**src/rtl/alu_pkg.sv**
```systemverilog
// Shared constants and state encoding for the serial ALU subtract path.
package alu_pkg;

  localparam int WIDTH      = 32;
  localparam int SLICE      = 4;
  localparam int NUM_SLICES = WIDTH / SLICE;
  localparam int CNT_W      = $clog2(NUM_SLICES);

  typedef enum logic [1:0] {
    IDLE = 2'd0,
    RUN  = 2'd1,
    DONE = 2'd2
  } state_t;

endpackage

```
**src/rtl/sub_slice4.sv**
```systemverilog
// Combinational 4-bit subtract slice: a4 + ~b4 + ~borrow_in with full
// generate/propagate lookahead; carry_into_msb feeds signed overflow detection.
module sub_slice4 (
  input  logic [3:0] a4,
  input  logic [3:0] b4,
  input  logic       borrow_in,
  output logic [3:0] diff4,
  output logic       borrow_out,
  output logic       carry_into_msb
);

  logic [3:0] g_s;
  logic [3:0] p_s;
  logic [4:0] c_s;
  logic       cin_s;

  // Lookahead carries are each expanded from cin_s so no carry depends on another.
  always_comb begin
    g_s    = a4 & ~b4;
    p_s    = a4 ^ ~b4;
    cin_s  = ~borrow_in;
    c_s[0] = cin_s;
    c_s[1] = g_s[0] | (p_s[0] & cin_s);
    c_s[2] = g_s[1] | (p_s[1] & g_s[0]) | (p_s[1] & p_s[0] & cin_s);
    c_s[3] = g_s[2] | (p_s[2] & g_s[1]) | (p_s[2] & p_s[1] & g_s[0])
           | (p_s[2] & p_s[1] & p_s[0] & cin_s);
    c_s[4] = g_s[3] | (p_s[3] & g_s[2]) | (p_s[3] & p_s[2] & g_s[1])
           | (p_s[3] & p_s[2] & p_s[1] & g_s[0])
           | (p_s[3] & p_s[2] & p_s[1] & p_s[0] & cin_s);
    diff4          = p_s ^ c_s[3:0];
    borrow_out     = ~c_s[4];
    carry_into_msb = c_s[3];
  end

endmodule

```
**src/rtl/sub32_serial.sv**
```systemverilog
// Serial 32-bit subtractor, one 4-bit slice per clock with a registered borrow.
// Define SUB32_SERIAL_COMPARE_EN to add lt_unsigned / lt_signed / eq outputs.
module sub32_serial
  import alu_pkg::*;
(
  input  logic             clk,
  input  logic             reset,
  input  logic             in_valid,
  output logic             in_ready,
  input  logic [WIDTH-1:0] a,
  input  logic [WIDTH-1:0] b,
  input  logic             borrow_in,
  output logic             out_valid,
  input  logic             out_ready,
  output logic [WIDTH-1:0] res_diff,
  output logic             borrow_out,
  output logic             overflow,
  output logic             zero
`ifdef SUB32_SERIAL_COMPARE_EN
  ,
  output logic             lt_unsigned,
  output logic             lt_signed,
  output logic             eq
`endif
);

  localparam logic [CNT_W-1:0] LAST_CNT = CNT_W'(NUM_SLICES - 1);
  localparam logic [CNT_W-1:0] CNT_ONE  = CNT_W'(1);

  state_t           state_r;
  state_t           next_state_s;
  logic [CNT_W-1:0] cnt_r;
  logic [WIDTH-1:0] a_r;
  logic [WIDTH-1:0] b_r;
  logic             borrow_r;
  int               slice_idx_s;
  logic [SLICE-1:0] a4_s;
  logic [SLICE-1:0] b4_s;
  logic [SLICE-1:0] diff4_s;
  logic             slice_borrow_s;
  logic             carry_msb_s;
  logic [WIDTH-1:0] next_diff_s;
  logic             ovf_s;

  sub_slice4 u_slice (
    .a4             (a4_s),
    .b4             (b4_s),
    .borrow_in      (borrow_r),
    .diff4          (diff4_s),
    .borrow_out     (slice_borrow_s),
    .carry_into_msb (carry_msb_s)
  );

  // Slice select and merge of the current slice into the running difference.
  always_comb begin
    slice_idx_s = int'(cnt_r) * SLICE;
    a4_s        = a_r[slice_idx_s +: SLICE];
    b4_s        = b_r[slice_idx_s +: SLICE];
    next_diff_s = res_diff;
    next_diff_s[slice_idx_s +: SLICE] = diff4_s;
    // carry out of the MSB is the inverse of the slice borrow
    ovf_s       = carry_msb_s ^ ~slice_borrow_s;
  end

  // Next-state logic.
  always_comb begin
    next_state_s = state_r;
    case (state_r)
      IDLE:    if (in_valid) next_state_s = RUN;  else next_state_s = IDLE;
      RUN:     if (cnt_r == LAST_CNT) next_state_s = DONE; else next_state_s = RUN;
      DONE:    if (out_ready) next_state_s = IDLE; else next_state_s = DONE;
      default: next_state_s = IDLE;
    endcase
  end

  // State register and registered handshake outputs.
  always_ff @(posedge clk) begin
    if (reset) begin
      state_r   <= IDLE;
      in_ready  <= 1'b1;
      out_valid <= 1'b0;
    end else begin
      state_r   <= next_state_s;
      in_ready  <= (next_state_s == IDLE);
      out_valid <= (next_state_s == DONE);
    end
  end

  // Operand capture, slice iteration and final flag generation.
  always_ff @(posedge clk) begin
    if (reset) begin
      cnt_r       <= {CNT_W{1'b0}};
      a_r         <= {WIDTH{1'b0}};
      b_r         <= {WIDTH{1'b0}};
      borrow_r    <= 1'b0;
      res_diff    <= {WIDTH{1'b0}};
      borrow_out  <= 1'b0;
      overflow    <= 1'b0;
      zero        <= 1'b0;
`ifdef SUB32_SERIAL_COMPARE_EN
      lt_unsigned <= 1'b0;
      lt_signed   <= 1'b0;
      eq          <= 1'b0;
`endif
    end else begin
      case (state_r)
        IDLE: begin
          if (in_valid) begin
            a_r      <= a;
            b_r      <= b;
            borrow_r <= borrow_in;
            cnt_r    <= {CNT_W{1'b0}};
          end
        end
        RUN: begin
          res_diff <= next_diff_s;
          borrow_r <= slice_borrow_s;
          cnt_r    <= cnt_r + CNT_ONE;
          if (cnt_r == LAST_CNT) begin
            borrow_out  <= slice_borrow_s;
            overflow    <= ovf_s;
            zero        <= (next_diff_s == {WIDTH{1'b0}});
`ifdef SUB32_SERIAL_COMPARE_EN
            lt_unsigned <= slice_borrow_s;
            lt_signed   <= next_diff_s[WIDTH-1] ^ ovf_s;
            eq          <= (next_diff_s == {WIDTH{1'b0}});
`endif
          end
        end
        default: begin
        end
      endcase
    end
  end

endmodule

```
**config.mk**
```make
export PLATFORM = sky130hd
export DESIGN_NAME = sub32_serial
export DESIGN_NICKNAME = d
export VERILOG_FILES = /design/src/rtl/alu_pkg.sv /design/src/rtl/sub_slice4.sv /design/src/rtl/sub32_serial.sv
export SDC_FILE = /design/constraint.sdc
export NUM_CORES = 1
export LEC_CHECK = 0
export BUFFER_PORTS_ARGS = -buffer_cell sky130_fd_sc_hd__buf_2
export CAP_MARGIN = 25
export CORE_MARGIN = 2
export CORE_UTILIZATION = 50
export DETAILED_ROUTE_END_ITERATION = 10
export MAX_ROUTING_LAYER = met4
export PLACE_DENSITY_LB_ADDON = 0.25
export SETUP_SLACK_MARGIN = 0.05
export SLEW_MARGIN = 20
export SYNTH_ARGS = -nofsm -noshare
export SYNTH_HDL_FRONTEND = slang
export SYNTH_HIERARCHICAL = 1
export SYNTH_SLANG_ARGS = --single-unit
```
**constraint.sdc**
```tcl
create_clock -name clk -period 4.38 [get_ports clk]
set_input_delay 0 -clock clk [delete_from_list [all_inputs] [get_ports clk]]
set_output_delay 0 -clock clk [all_outputs]
set_load 0.02 [all_outputs]
```
Yosys cells after proc, flatten, opt, wreduce, memory -nomap -nowiden:

Index checks and enable logic that the tools add are counted.

* bits in registers: 107
* output and inout port bits: 37
* bits of input ports: 69
* logic and storage cells: 71

* shifts and indexed selects: 4
* equal/unequal tests: 5
* reductions and logical operators: 7
* add/sub/neg operators: 2
* mux-type cells: 9
* bitwise logic cells: 33

Operator list (count)
* $shiftx A32 B6 Y4: 2
* $neg A5 Y33: 1
* $shift A4 B33 Y32 const A: 1
* $shiftx A4 B33 Y32: 1
* $bwmux W32: 1
* $logic_not A32 Y1: 1
* $and A1 B1 Y1: 16
* $or A1 B1 Y1: 10
* $xor A4 B4 Y4: 2
* $pmux W2 S3: 1
* $pmux W3 S2: 1
* $reduce_and A2 Y1: 3
* $and A4 B4 Y4: 1
* $eq A2 B2 Y1 const B: 2
* $logic_not A2 Y1: 2
* $mux W2: 2
* $not A4 Y4: 1
* $add A3 B1 Y3 const B: 1
* $eq A3 B3 Y1 const B: 1
* $mux W3: 1
* $eq A2 B1 Y1 const B: 1
* $mux W1: 2
* $ne A2 B2 Y1 const B: 1
* $not A1 Y1: 2
* 3 further kinds: 3

Longest topological paths before layout:

* word-level depth: 11
* depth in mapped cells: 15
* mapped depth without buffers: 13

Modules after synthesis:

Netlist, hierarchy kept.

Modules (own cells, without submodules)
* sub32_serial: sequential area each 2142.1 µm², cells each 576, times used 1, area each 4798.4 µm²
* sub_slice4: sequential area each 0.0 µm², cells each 22, times used 1, area each 177.7 µm²

Least setup slack after synthesis:

Ideal clock, no wire load.

* path type: flip-flop to flip-flop
* start: register cnt_r[0]
* end: register zero
* stages on the path, launching flop included: 15
* slack: 0.882 ns
* setup time: 0.087 ns
* period minus slack after synthesis: 3.498 ns
* buffers on the path: 2
* data required time: 4.293 ns
* arrival: 3.411 ns
* cell sequence: dfxtp_1 -> buf_2 -> buf_2 -> mux4_2 -> nand2_1 -> nand2_1 -> ha_1 -> a21o_1 -> a21oi_1 -> xnor2_1 -> or4b_1 -> o211a_1 -> nor4_4 -> o2111ai_1 -> o31ai_1

* elaborated cells on any way between the ends: 28
* those cells by class: 1 x add/sub; 1 x eq/ne; 4 x shift; 1 x mux; 19 x bitwise; 2 x reduce/logical

RTL lines
* from (decl): line sub32_serial.sv:32 `logic [CNT_W-1:0] cnt_r;`
* from (signal assigned): line sub32_serial.sv:92 `cnt_r <= {CNT_W{1'b0}};`
* from (signal assigned): line sub32_serial.sv:112 `cnt_r <= {CNT_W{1'b0}};`
* from (signal assigned): line sub32_serial.sv:118 `cnt_r <= cnt_r + CNT_ONE;`
* $shiftx A32 B6 Y4 (*): line sub32_serial.sv:57 `a4_s = a_r[slice_idx_s +: SLICE];`
* named net a4_s[0]: line sub32_serial.sv:37 `logic [SLICE-1:0] a4_s;`
* $and A4 B4 Y4 / $xor A4 B4 Y4 (equally long branches): line sub_slice4.sv:19, sub_slice4.sv:20
* $and A1 B1 Y1: line sub_slice4.sv:24 `c_s[2] = g_s[1] | (p_s[1] & g_s[0]) | (p_s[1] & p_s[0] & cin_s);`
* $or A1 B1 Y1 / $and A1 B1 Y1 (equally long branches): line sub_slice4.sv:24
* $or A1 B1 Y1 (*): line sub_slice4.sv:24
* $xor A4 B4 Y4 (*): line sub_slice4.sv:30 `diff4 = p_s ^ c_s[3:0];`
* named net diff4_s[2]: line sub32_serial.sv:39 `logic [SLICE-1:0] diff4_s;`
* $shiftx A4 B33 Y32 (*): line sub32_serial.sv:60 `next_diff_s[slice_idx_s +: SLICE] = diff4_s;`
* $bwmux W32 (*): line sub32_serial.sv:60
* $logic_not A32 Y1 (*): line sub32_serial.sv:122 `zero <= (next_diff_s == {WIDTH{1'b0}});`
* to (signal assigned): line sub32_serial.sv:122
* to (decl): line sub32_serial.sv:18 `output logic zero`

The timed path passes the listed nets; every way through them passes the cells marked *.
A chain may end at the register's enable or synchronous reset.

Worst setup path after layout:

Same ends and word-level chain as after synthesis.

==> run summary <==
### Worst setup path
- flop — Worst Setup End Kind
- 0.75 ns — internal reg-to-reg setup slack
- 17 — largest fanout of any net on the critical path
- flop to flop — critical path start-end classification
- compound AO/OA/AOI/OAI gates — cell family contributing the most delay on the critical path
- zero — end point of the critical path
- cnt_r[0] — CP Launch Point
- 4.68 ns — Required @ worst endpoint
- sky130_fd_sc_hd__dfxtp_2 — cell with the largest stage delay on the worst path
- 3.93 ns — crit path DAT
- 12 — number of cell instances on the worst register-to-register path
- sky130_fd_sc_hd__nand2_1 — CP dominant cell by count
- 0.70 ns — Slowest Stage Delay on Critical Path
- zero — terminus of the critical flop-to-flop path
- flop — kind of launch point of the worst setup path
- 0 — sum of buffers and inverters on the critical path
- 12 — critical path depth in cells
- cnt_r[0] — critical register-to-register path startpoint
- mux4_2, nand2_1, nand2_1, ha_1, a21o_1, a21oi_1, xnor2_1, or4b_1, o211a_1, nor4_4, o2111ai_1, o31ai_1 — sequence of cells on the critical path

### Routing
- 13.4 mm — final WL
- 0 — Final ANT Viol Nets
- 5.31 — number of vias per cell after detailed routing
- 15.1 µm — average detailed-routed wire length per instance
- 5 — Pre-Repair DR Iteration Count
- 278 — violation count after the first detailed-routing iteration
- 4699 — Via Count
- 0 — DRC Markers

### STA
- 0 — Max Transition Viols Final
- 0 — final count of negative-setup-slack endpoints
- 0 — Final Hold Vio Count
- 0.0102 ns — skew final
- 275 MHz — Fmax
- 0.0499 ns — final hold slack
- false — setup repair after global routing missed its margin
- 3.63 ns — final critical delay including setup and external delays
- 0 ns — setup TNS
- 0.747 ns — worst setup slack after layout
- 49.9% — relative slew slack
- 82.9% — final period utilization
- 0.751 ns — worst-margin pin slew

### CTS
- 3 — H-tree depth
- 2 — Clock Tree Buf Depth
- 0 — cts repair resizes
- 0.11 ns — clock edge transition at the registers on the reported setup and hold paths
- 0.38 ns — Clk Latency, worst-skew pair
- sky130_fd_sc_hd__clkbuf_8 — clk root buf
- 107 — clock tree sinks
- 9 — number of buffers inserted during clock tree synthesis
- built — CTS tree

### Placement
- 0.756 ns — worst setup slack before clock tree synthesis
- 802 — count of placed standard cells including taps
- 8.30 mm — DPL Wire Length
- 0.848 — final weighted congestion in routability-driven placement
- 105 — input/output buffers
- 5570 µm² — instance area at placement

### Finish
- 29.1% — area added between synthesis and finish
- 826 — net total in the final layout
- 0 — final antenna diode count
- 885 — Final Non-Filler Cells
- 66.0% — share of the core filled with cells
- 20.9% — share of layout cells above drive strength 1
- 6430 µm² — finished layout cell area

### Synthesis
- 4980 µm² — Post-Syn Area
- 43.0% — post-synthesis sequential area ratio
- 6 — number of warning messages in the yosys log
- sky130_fd_sc_hd__dfxtp_1 — Synth Flop Type
- 56 — distinct cell type count after synthesis
- sky130_fd_sc_hd__nand2_1 — library cell with the highest instance count after synthesis
- 107 — FF+latch count, synth
- 8.32 µm² — post-synthesis area per instance
- 598 — synthesized netlist cell count
- sky130_fd_sc_hd__nand2_1, sky130_fd_sc_hd__dfxtp_1, sky130_fd_sc_hd__a21oi_1, sky130_fd_sc_hd__nor2_1, sky130_fd_sc_hd__clkbuf_1 — most common library cells after synthesis
- 0 — count of flip-flops with a built-in enable after synthesis
- 677 — Post-Syn Nets
- 43.0% — area share of the largest cell type after synthesis
- sky130_fd_sc_hd__dfxtp_1, sky130_fd_sc_hd__nand2_1, sky130_fd_sc_hd__a21oi_1 — largest cells by area after synthesis
- 0% — FFs w/ async S/R, synth
- sky130_fd_sc_hd__dfxtp_1 — biggest area consumer among synthesized cells

### Global routing
- 26.0% — global-route usage over all layers
- 0 — global route overflow
- 0 — antenna violations before repair
- 4629 — number of global-route vias before repair
- 108 — pin count of the biggest net entering global routing
- 22.3 mm — wire length of the first global-routing pass

### Power and ir drop
- 2.02 mW — power after layout
- 314 nW/µm² — cell area power density
- 2.78 nW — Static Leak
- 0.000174 V — Max VDD drop

### Floorplanning
- 106 — io pins
- 104 µm — die outline height
- 36 — total number of placement rows
- 104 µm — die width
- 51.1% — initial core utilization
- 10800 µm² — total die area
- 9730 µm² — Core Area

### Min path
- input pin to flop — worst hold-check path type
- 2 — hold-critical path depth

### Status
- complete, no violations — status

### Job
- 0 — number of maximum-capacitance constraint violations

## where the power goes
part           internal [mW]  switching, mW  leakage [nW]
combinational          0.184          0.221          1.82
sequential              1.01         0.0342         0.873
clock                  0.209          0.358        0.0779
total                   1.41          0.613          2.78
## timing repair
action / 4_1_cts / 5_1_grt
endpoints found under the hold margin: 68 / 0
setup buffers: 0 / 0
hold buffers: 66 / 0
## cells in the final DEF (no fill, tap or decap), types with 3 or more instances in the layout
| cell | Yosys | layout |
|---|---|---|
| sky130_fd_sc_hd__dlygate4sd3_1 | 0 | 66 |
| sky130_fd_sc_hd__and2_1 | 4 | 3 |
| sky130_fd_sc_hd__inv_1 | 13 | 13 |
| sky130_fd_sc_hd__nand2_1 | 165 | 164 |
| sky130_fd_sc_hd__clkbuf_8 | 0 | 9 |
| sky130_fd_sc_hd__nor4_1 | 3 | 3 |
| sky130_fd_sc_hd__nand3b_1 | 3 | 3 |
| sky130_fd_sc_hd__nor2_1 | 48 | 48 |
| sky130_fd_sc_hd__buf_2 | 6 | 104 |
| sky130_fd_sc_hd__nor3_1 | 10 | 10 |
| sky130_fd_sc_hd__a22oi_1 | 3 | 3 |
| sky130_fd_sc_hd__mux2i_1 | 24 | 24 |
| sky130_fd_sc_hd__dfxtp_1 | 107 | 106 |
| sky130_fd_sc_hd__xnor2_1 | 3 | 3 |
| sky130_fd_sc_hd__clkinvlp_4 | 0 | 4 |
| sky130_fd_sc_hd__nor2b_1 | 5 | 5 |
| sky130_fd_sc_hd__a21oi_1 | 81 | 81 |
| sky130_fd_sc_hd__nand3_1 | 13 | 13 |
| sky130_fd_sc_hd__mux4_2 | 16 | 16 |
| sky130_fd_sc_hd__nor3b_1 | 5 | 5 |
| sky130_fd_sc_hd__buf_4 | 0 | 6 |
| sky130_fd_sc_hd__ha_1 | 9 | 9 |
## flip-flops by register name, indices dropped and copies added, names as in the netlist
| signal | count |
|---|---|
| borrow_out | 1 |
| zero | 1 |
| overflow | 1 |
| out_valid | 1 |
| cnt_r | 3 |
| borrow_r | 1 |
| a_r | 32 |
| in_ready | 1 |
| b_r | 32 |
| state_r | 2 |
| res_diff | 32 |
## cell families after synthesis
kind of cell             share of synthesized area (%)
AND/OR/NAND/NOR                                   25.0
buffers and inverters                             4.45
AO/OA/AOI/OAI                                     11.9
adder cells (fa/ha/maj)                           2.67
flip-flops                                        43.0
XOR/XNOR                                         0.704
multiplexers                                      12.3
## area by class of cell
cell class	count	area, µm²
fillers	848	3300
repair buffers	178	1270
clock buffers	9	124
flip-flops and latches	107	2140
inverters	15	56.3
well taps	133	166
multi-input cells	436	2620
clock inverters	7	52.6
## layer usage
layer | up-vias | wire length, µm | part of all wire [%] | track usage, %
met3 | 24 | 554 | 4.1 | 4.47
met4 | 0 | 249 | 1.9 | 8.30
met2 | 143 | 6680 | 50 | 42.9
met5 | - | 0 | 0 | -
li1 | 2332 | - | - | -
met1 | 2200 | 5880 | 44 | 32.9
## worst reg2reg max path, stage by stage, from the launching register on
cell	delay (ns)
sky130_fd_sc_hd__dfxtp_2	0.70
sky130_fd_sc_hd__mux4_2	0.58
sky130_fd_sc_hd__nand2_1	0.08
sky130_fd_sc_hd__nand2_1	0.08
sky130_fd_sc_hd__ha_1	0.31
sky130_fd_sc_hd__a21o_1	0.19
sky130_fd_sc_hd__a21oi_1	0.17
sky130_fd_sc_hd__xnor2_1	0.22
sky130_fd_sc_hd__or4b_1	0.56
sky130_fd_sc_hd__o211a_1	0.15
sky130_fd_sc_hd__nor4_4	0.12
sky130_fd_sc_hd__o2111ai_1	0.14
sky130_fd_sc_hd__o31ai_1	0.24
## how the worst min path moves through the flow
stage	start	endpoint	slack, ns
final	reset	res_diff[14]	0.05
after CTS	borrow_in	borrow_r	0.09
after global placement	b[15]	b_r[15]	0.24
after floorplan	a[0]	a_r[0]	0.14
after detailed placement	b[15]	b_r[15]	0.24
after global routing	reset	res_diff[14]	0.06
(Power assumes the default switching activity.)
